===== config.mk =====
export PLATFORM = sky130hd
export DESIGN_NAME = uart_tx_buffer
export DESIGN_NICKNAME = d
export VERILOG_FILES = /design/src/rtl/uart_pkg.sv /design/src/rtl/uart_tx_fifo.sv /design/src/rtl/uart_tx_buffer.sv
export SDC_FILE = /design/constraint.sdc
export NUM_CORES = 1
export LEC_CHECK = 0
export ABC_AREA = 1
export CAP_MARGIN = 25
export CORE_ASPECT_RATIO = 0.7
export CORE_MARGIN = 4
export CORE_UTILIZATION = 35
export DETAILED_ROUTE_END_ITERATION = 12
export DONT_BUFFER_PORTS = 1
export GPL_TIMING_DRIVEN = 0
export HOLD_SLACK_MARGIN = 0.02
export PLACE_DENSITY_LB_ADDON = 0.25
export SLEW_MARGIN = 20
export SYNTH_ARGS = -nofsm -noshare
export SYNTH_HDL_FRONTEND = slang
export SYNTH_HIERARCHICAL = 1
export SYNTH_SLANG_ARGS = --single-unit

===== constraint.sdc =====
create_clock -name CLK -period 5.7 [get_ports CLK]
set_input_delay 0 -clock CLK [delete_from_list [all_inputs] [get_ports CLK]]
set_output_delay 0 -clock CLK [all_outputs]
set_load 0.01 [all_outputs]

===== src/rtl/uart_pkg.sv =====
// Shared types and default sizing for the UART transmit buffer.
package uart_pkg;

    localparam int DEFAULT_WIDTH = 8;
    localparam int DEFAULT_DEPTH = 8;

    typedef enum logic [1:0] {
        ST_IDLE      = 2'd0,
        ST_LOAD      = 2'd1,
        ST_WAIT_BUSY = 2'd2,
        ST_WAIT_DONE = 2'd3
    } buf_state_t;

endpackage


===== src/rtl/uart_tx_fifo.sv =====
// Byte FIFO for the UART transmit path; pointers carry one extra wrap bit
// so full and empty are told apart without a separate occupancy counter.
module uart_tx_fifo
    import uart_pkg::*;
#(
    parameter int WIDTH = DEFAULT_WIDTH,
    parameter int DEPTH = DEFAULT_DEPTH
) (
    input  logic                     i_clk,
    input  logic                     i_rst_n,
    input  logic                     i_push,
    input  logic [WIDTH-1:0]         i_data,
    input  logic                     i_pop,
    output logic [WIDTH-1:0]         o_data,
    output logic                     o_full,
    output logic                     o_empty,
    output logic [$clog2(DEPTH):0]   o_count
);

    localparam int AW = $clog2(DEPTH);
    localparam logic [AW:0] PTR_ONE = {{AW{1'b0}}, 1'b1};

    logic [WIDTH-1:0] r_mem [DEPTH];
    logic [AW:0]      r_wr_ptr;
    logic [AW:0]      r_rd_ptr;
    logic             w_full;
    logic             w_empty;
    logic             w_do_push;
    logic             w_do_pop;

    assign w_full    = (r_wr_ptr[AW] != r_rd_ptr[AW]) &&
                       (r_wr_ptr[AW-1:0] == r_rd_ptr[AW-1:0]);
    assign w_empty   = (r_wr_ptr == r_rd_ptr);
    // A push while full is dropped even if a pop happens in the same cycle.
    assign w_do_push = i_push && !w_full;
    assign w_do_pop  = i_pop && !w_empty;

    always_ff @(posedge i_clk or negedge i_rst_n) begin
        if (!i_rst_n) begin
            r_wr_ptr <= '0;
            r_rd_ptr <= '0;
        end else begin
            if (w_do_push) r_wr_ptr <= r_wr_ptr + PTR_ONE;
            if (w_do_pop)  r_rd_ptr <= r_rd_ptr + PTR_ONE;
        end
    end

    // Storage is deliberately left out of reset.
    always_ff @(posedge i_clk) begin
        if (w_do_push) r_mem[r_wr_ptr[AW-1:0]] <= i_data;
    end

    assign o_data  = r_mem[r_rd_ptr[AW-1:0]];
    assign o_full  = w_full;
    assign o_empty = w_empty;
    assign o_count = r_wr_ptr - r_rd_ptr;

endmodule


===== src/rtl/uart_tx_buffer.sv =====
// Transmit buffer: queues host bytes and hands them one at a time to the
// UART TX FSM using a Data_Valid pulse and the busy handshake.
module uart_tx_buffer
    import uart_pkg::*;
#(
    parameter int WIDTH = DEFAULT_WIDTH,
    parameter int DEPTH = DEFAULT_DEPTH
) (
    input  logic                     CLK,
    input  logic                     RST,
    input  logic                     wr_en,
    input  logic [WIDTH-1:0]         wr_data,
    input  logic                     busy,
    input  logic                     clr_ovf,
    output logic                     Data_Valid,
    output logic [WIDTH-1:0]         P_DATA,
    output logic                     full,
    output logic                     empty,
    output logic [$clog2(DEPTH):0]   count,
    output logic                     overflow,
    output logic [1:0]               o_dbg_state
);

    buf_state_t       r_state;
    buf_state_t       w_next_state;
    logic             w_pop;
    logic             w_load;
    logic [WIDTH-1:0] w_head;
    logic             w_full;
    logic             w_empty;
    logic [WIDTH-1:0] r_p_data;
    logic             r_overflow;

    uart_tx_fifo #(
        .WIDTH (WIDTH),
        .DEPTH (DEPTH)
    ) u_fifo (
        .i_clk   (CLK),
        .i_rst_n (RST),
        .i_push  (wr_en),
        .i_data  (wr_data),
        .i_pop   (w_pop),
        .o_data  (w_head),
        .o_full  (w_full),
        .o_empty (w_empty),
        .o_count (count)
    );

    always_ff @(posedge CLK or negedge RST) begin
        if (!RST) r_state <= ST_IDLE;
        else      r_state <= w_next_state;
    end

    // Handshake: Data_Valid is a one-cycle request with P_DATA already
    // stable; the TX FSM answers by raising busy for the whole frame, and
    // the next request waits until busy has dropped again.
    always_comb begin
        w_next_state = ST_IDLE;
        Data_Valid   = 1'b0;
        w_pop        = 1'b0;
        w_load       = 1'b0;
        case (r_state)
            ST_IDLE: begin
                if (!w_empty && !busy) begin
                    w_next_state = ST_LOAD;
                    w_load       = 1'b1;
                end else begin
                    w_next_state = ST_IDLE;
                end
            end
            ST_LOAD: begin
                Data_Valid   = 1'b1;
                w_pop        = 1'b1;
                w_next_state = ST_WAIT_BUSY;
            end
            ST_WAIT_BUSY: w_next_state = busy ? ST_WAIT_DONE : ST_WAIT_BUSY;
            ST_WAIT_DONE: w_next_state = busy ? ST_WAIT_DONE : ST_IDLE;
            default:      w_next_state = ST_IDLE;
        endcase
    end

    // The head is captured on entry to LOAD so P_DATA is valid alongside
    // Data_Valid; the head cannot change before the pop at the end of LOAD.
    always_ff @(posedge CLK or negedge RST) begin
        if (!RST)        r_p_data <= '0;
        else if (w_load) r_p_data <= w_head;
    end

    always_ff @(posedge CLK or negedge RST) begin
        if (!RST)                r_overflow <= 1'b0;
        else if (wr_en && w_full) r_overflow <= 1'b1;
        else if (clr_ovf)         r_overflow <= 1'b0;
    end

    assign P_DATA      = r_p_data;
    assign full        = w_full;
    assign empty       = w_empty;
    assign overflow    = r_overflow;
    assign o_dbg_state = r_state;

endmodule


==> results of run 1 <==
-- path summary, 6_finish.rpt --
| kind | startpoint | end | slack [ns] | cells past startpoint |
|---|---|---|---|---|
| worst max-delay path | u_fifo/r_rd_ptr[1]$_DFFE_PN0P_ | u_fifo/r_mem[4][7]$_DFFE_PP_ | 3.01 | 8 |
| worst min-delay path | RST | u_fifo/r_wr_ptr[2]$_DFFE_PN0P_ | 0.07 | 1 |
| worst max register to register | u_fifo/r_rd_ptr[1]$_DFFE_PN0P_ | u_fifo/r_mem[4][7]$_DFFE_PP_ | 3.01 | 8 |
| worst min register to register | P_DATA[6]$_DFFE_PN0P_ | P_DATA[6]$_DFFE_PN0P_ | 0.54 | 2 |
| max in group asynchronous | RST | P_DATA[1]$_DFFE_PN0P_ | 5.17 | 2 |
| min in group CLK | wr_en | overflow$_DFFE_PN0P_ | 0.34 | 3 |
-- routing by layer --
layer  vias up  wire, um  GRT usage
met3        14       571     0.0426
met1      1283      4330      0.209
li1       1368         -          -
met5         -         0          0
met2        85      3870      0.218
met4         0       116     0.0415
-- timing repair --
action,in CTS,in global routing
endpoints found under the hold margin,98,0
setup buffers,0,0
hold buffers,13,0
-- power by group --
group	total [mW]	switching [mW]	leakage, nW	internal (mW)
sequential	0.868	0.0868	0.821	0.781
combinational	0.874	0.596	1.21	0.278
clock	0.662	0.230	0.166	0.432
total	2.40	0.913	2.19	1.49
-- registers in the layout, indices dropped and copies added, names as in the netlist --
register,flops
u_fifo/r_rd_ptr,4
u_fifo/r_wr_ptr,4
P_DATA,8
o_dbg_state,2
overflow,1
u_fifo/r_mem,64
-- logic make-up after synthesis --
family	count (synthesis)
XOR/XNOR	3
AND/OR/NAND/NOR	235
flip-flops	83
adder cells (fa/ha/maj)	6
buffers and inverters	92
AO/OA/AOI/OAI	2
-- layout by cell type (no fill, tap or decap), types with 2 or more instances in the layout --
master | synthesis | routed
dlygate4sd3_1 | 0 | 13
clkbuf_16 | 0 | 9
buf_4 | 6 | 6
buf_6 | 3 | 4
clkbuf_1 | 0 | 2
ha_1 | 5 | 5
bufinv_16 | 0 | 3
inv_1 | 76 | 76
nand2_4 | 3 | 3
xor2_1 | 2 | 2
nand4_1 | 2 | 2
dfrtp_1 | 19 | 19
nand2_2 | 2 | 2
nor2_4 | 3 | 3
buf_2 | 4 | 4
nor2_1 | 11 | 11
nand3_1 | 52 | 52
nand2_1 | 160 | 160
edfxtp_1 | 64 | 64
-- metrics by stage --
stage / std cells / utilization / hold slack, ns / instance area [um^2]
floorplan: 421 / - / -0.296 / 3930
global placement: 574 / 0.375 / -0.295 / 4120
detailed placement: 574 / 0.375 / -0.295 / 4120
CTS: 603 / 0.418 / 0.276 / 4590
global route: 604 / 0.419 / 0.119 / 4600
finish: 604 / 0.419 / 0.0662 / 4600
-- final cells by class --
cell class / instances / area (um^2) / share of cell area
repair buffers: 14 / 141 / 0.0307
clock inverters: 5 / 110 / 0.0239
well taps: 153 / 191 / 0.0416
inverters: 79 / 299 / 0.0650
clock buffers: 11 / 233 / 0.0506
multi-input cells: 246 / 1130 / 0.246
plain buffers: 13 / 98.8 / 0.0215
flip-flops and latches: 83 / 2400 / 0.521
==> impl_metrics.json, run 1 <==
{
  "cts_root_buf": "clkbuf_16",
  "cts_made_buffers": 9,
  "grt_usage": 0.147,
  "htree_num_levels": 3,
  "synth.mux.area_fraction": 0,
  "synth_common_cells": "nand2_1 (160), inv_1 (76), edfxtp_1 (64)",
  "drtIter0Drc": 318,
  "p_total_mw": 2.40,
  "nets": 465,
  "yosysUniqueCellTypes": 24,
  "rows": 32,
  "grt_pass1_wl_um": 14400,
  "synth_top_family_by_area": "simple AND/OR/NAND/NOR gates",
  "gr-total-overflow": 0,
  "synth_most_common_cell": "nand2_1",
  "critPathLaunchType": "flop",
  "slew_headroom": 0.394,
  "grt_pass1_vias": 2676,
  "tightest_slew_ns": 0.905,
  "synthFlopType": "edfxtp_1",
  "syn-mean-instance-area_um2": 9.32,
  "synth.largest_area_cell": "edfxtp_1",
  "grt_max_degree": 20,
  "min_path_type": "in2async",
  "vias": 2750,
  "syn_inst": 421,
  "synth-simple-area-share": 0.258,
  "cap_viol_max_count": 0,
  "crit_type": "reg2reg",
  "min_period_ns": 2.69,
  "setup_slack_ns": 3.01,
  "gp_congestion": 0.820,
  "fillCellCount": 1074,
  "cts_resized": 0,
  "port_buffers": 0,
  "yosys_register_bits": 83,
  "wl_per_cell_um": 14.7,
  "dp_hpwl_um": 6120,
  "tritoncts": "yes",
  "synth_top_area_frac": 0.490,
  "ir_drop_v": 0.000204,
  "arrival_ns": 2.65,
  "clkTransAtPathRegs_ns": 0.06,
  "finalClockSkew_ns": 0.00995,
  "synth_xor_area_frac": 0.00669,
  "die_w_um": 135,
  "drv_slew": 0,
  "cp_slowest_stage_delay_ns": 0.71,
  "path_cells": "inv_2 -> buf_2 -> ha_1 -> nand2_1 -> nor2_4 -> nand2_4 -> nand3_2 -> nor2_1",
  "place_ws_ns": 2.97,
  "synth_warnings": 6,
  "fp.dieH_um": 96.6,
  "postRouteAntennaNets": 0,
  "power_density_mw_per_mm2": 523,
  "outcome": "finished clean",
  "end_kind": "flop",
  "fmax_mhz": 372,
  "synthAdderAreaFrac": 0.0210,
  "area_delta_synth_final_pct": 17.2,
  "required_ns": 5.66,
  "p_leak_nw": 2.19,
  "start_util": 0.358,
  "core_area_mm2": 0.0110,
  "drive_above_1_share": 0.0887,
  "rsz0062_at_grt": "false",
  "fin_tns_setup_ns": 0,
  "critPathMaxFanout": 10,
  "ioPinCount": 31,
  "syn_nets": 440,
  "crit_family": "simple AND/OR/NAND/NOR gates",
  "antenna_found_initial": 0,
  "synth_area_leaders": "edfxtp_1 (49%), nand2_1 (15%), dfrtp_1 (12%), inv_1 (7.3%), nand3_1 (6.6%)",
  "diodes": 0,
  "synth_seq_area_share": 0.611,
  "clk_latency_ns": 0.34,
  "worst-path-buf-inv": 2,
  "synth_edf_count": 64,
  "vias_per_cell": 4.55,
  "first_pass_iters": 5,
  "cts_sinks": 83,
  "hold_viol_final": 0,
  "dieArea_mm2": 0.0130,
  "setup_viol": 0,
  "clockBufferDepth": 2,
  "slowest_stage": "nor2_1",
  "synth_area_mm2": 0.00393,
  "synth-compound-area-share": 0.00255,
  "wl_um": 8890,
  "fin_crit_sh": 0.472,
  "drt_drc_violations_left": 0,
  "async_flop_share": 0.229
}
Power figures use the tool's default switching activity.
==> inputs of run 2 (changes only) <==
==> constraint.sdc (replaced) <==
create_clock -name CLK -period 2.6 [get_ports CLK]
set_input_delay 0 -clock CLK [delete_from_list [all_inputs] [get_ports CLK]]
set_output_delay 0 -clock CLK [all_outputs]
set_load 0.01 [all_outputs]
==> impl_metrics.json, run 2 (same netlist as run 1, synthesis figures left out) <==
{
  "tritoncts": "yes",
  "grt_pass1_wl_um": 14600,
  "arrival_ns": 2.45,
  "p_int_mw": 3.30,
  "worst-path-buf-inv": 2,
  "outcome": "finished clean",
  "clockBufferDepth": 2,
  "critPathMaxFanout": 10,
  "htree_num_levels": 3,
  "p_switching_mw": 2.02,
  "drv_slew": 0,
  "slew_headroom": 0.615,
  "area_delta_synth_final_pct": 18.7,
  "cts_root_buf": "clkbuf_16",
  "drtIter0Drc": 244,
  "postCtsSetupBuffers": 0,
  "hold_viol_final": 0,
  "postLayoutCoreUtil": 0.425,
  "clk_latency_ns": 0.34,
  "fin_crit_sh": 0.952,
  "min_path_type": "in2async",
  "crit_family": "simple AND/OR/NAND/NOR gates",
  "die_w_um": 135,
  "seqPwrFrac": 0.357,
  "multi_input_area_mm2": 0.00115,
  "core_area_mm2": 0.0110,
  "vias_per_cell": 4.57,
  "slowest_stage": "nor2_2",
  "tightest_slew_ns": 0.578,
  "p_sw_frac": 0.379,
  "gp_congestion": 0.820,
  "dp_cells": 574,
  "min_period_ns": 2.47,
  "first_pass_iters": 5,
  "fin_area_mm2": 0.00466,
  "seq_area_mm2": 0.00240,
  "grt_max_degree": 20,
  "nets": 469,
  "start_util": 0.358,
  "ir_drop_v": 0.000461,
  "layout_common_cells": "nand2_1 (160), inv_1 (76), edfxtp_1 (64)",
  "gr-total-overflow": 0,
  "drive_above_1_share": 0.105,
  "instances_no_fill": 608,
  "diodes": 0,
  "path_cells": "inv_2 -> buf_2 -> ha_1 -> nand2_1 -> nor2_4 -> nand2_4 -> nand3_2 -> nor2_2",
  "clkTransAtPathRegs_ns": 0.06,
  "r2r-end": "u_fifo/r_mem[4][7]$_DFFE_PP_",
  "cp_slowest_stage_delay_ns": 0.48,
  "fillCellCount": 1064,
  "cap_viol_max_count": 0,
  "clkPwrFrac": 0.273,
  "final_common_cell": "nand2_1",
  "fp.dieH_um": 96.6,
  "rrSetupSlack_ns": 0.13,
  "placed_cell_area_mm2": 0.00412,
  "port_buffers": 0,
  "crit_type": "reg2reg",
  "drt_drc_violations_left": 0,
  "dp_hpwl_um": 6120,
  "dieArea_mm2": 0.0130,
  "cts_made_buffers": 9,
  "end_kind": "flop",
  "p_comb_frac": 0.370,
  "rows": 32,
  "largest_reg_flops": 64,
  "reg2reg_from": "u_fifo/r_rd_ptr[1]$_DFFE_PN0P_",
  "p_leak_nw": 2.20,
  "postRouteAntennaNets": 0,
  "critPathLaunchType": "flop",
  "setup_viol": 0,
  "power_density_mw_per_mm2": 1140,
  "fmax_mhz": 404,
  "cts_sinks": 83,
  "finalClockSkew_ns": 0.0108,
  "antenna_found_initial": 0,
  "required_ns": 2.58,
  "grt_usage": 0.148,
  "grt_pass1_vias": 2715,
  "wl_um": 8960,
  "rr_worst_depth": 8,
  "rsz0062_at_grt": "false",
  "ioPinCount": 31,
  "wl_per_cell_um": 14.7,
  "vias": 2779
}
run 2: cell count changes in the layout (fill, tap and decap cells not counted), sizes merged:
cell         previous run  this run
dlygate4sd3            13        17
run 2: power by group through the flow:
stage / logic (mW) / clock network (mW) / registers (mW)
final: 1.97 / 1.45 / 1.90
after global routing: 2.24 / 1.55 / 1.93
after CTS: 1.97 / 1.48 / 1.90
after detailed placement: 1.87 / 0 / 1.93
after global placement: 1.84 / 0 / 1.93
after floorplan: 1.40 / 0 / 1.89
run 2: worst max-delay path by stage:
stage	start	endpoint	slack, ns	cells past startpoint
detailed placement	u_fifo/r_rd_ptr[1]$_DFFE_PN0P_	u_fifo/r_mem[4][2]$_DFFE_PP_	-0.13	8
floorplan	u_fifo/r_rd_ptr[1]$_DFFE_PN0P_	u_fifo/r_mem[2][0]$_DFFE_PP_	0.55	8
finish	u_fifo/r_rd_ptr[1]$_DFFE_PN0P_	u_fifo/r_mem[4][7]$_DFFE_PP_	0.13	8
global placement	u_fifo/r_rd_ptr[1]$_DFFE_PN0P_	u_fifo/r_mem[4][2]$_DFFE_PP_	-0.09	8
CTS	u_fifo/r_rd_ptr[1]$_DFFE_PN0P_	u_fifo/r_mem[2][7]$_DFFE_PP_	-0.09	8
global route	u_fifo/r_rd_ptr[1]$_DFFE_PN0P_	u_fifo/r_mem[4][5]$_DFFE_PP_	0.02	8
run 2: per-layer routing:
layer	wire, um	GRT usage
met1	4240	0.207
met2	3910	0.220
met5	0	0
met4	88	0.0415
met3	713	0.0483
run 2: final cells by class:
| class | instances | area share |
|---|---|---|
| clock inverter | 5 | 0.0236 |
| timing repair buffer | 18 | 0.0389 |
| sequential | 83 | 0.514 |
| buffer | 13 | 0.0212 |
| inverter | 79 | 0.0642 |
| clock buffer | 11 | 0.0499 |
| multi-input combinational | 246 | 0.247 |
| tap | 153 | 0.0411 |
run 2: worst reg2reg max path: stages, from the launching register on:
cell and delay (ns):
dfrtp_1 0.44, inv_2 0.19, buf_2 0.30, ha_1 0.29, nand2_1 0.12, nor2_4 0.05
nand2_4 0.11, nand3_2 0.14, nor2_2 0.48
run 2: through the flow:
step | total power, mW | setup WS [ns] | hold slack (ns) | TNS (ns)
2_1_floorplan | 3.28 | 0.552 | -0.296 | 0
3_3_place_gp | 3.77 | -0.0899 | -0.295 | -3.49
3_5_place_dp | 3.80 | -0.126 | -0.295 | -3.38
4_1_cts | 5.36 | -0.0922 | 0.0725 | -1.38
5_1_grt | 5.72 | 0.0156 | 0.0881 | 0
6_report | 5.32 | 0.126 | 0.0668 | 0
run 2: timing repair:
item	CTS	global route
gates cloned	0	0
gates resized for setup	6	2
hold buffers	17	0
setup endpoints to repair	64	16
hold endpoints to repair	98	0
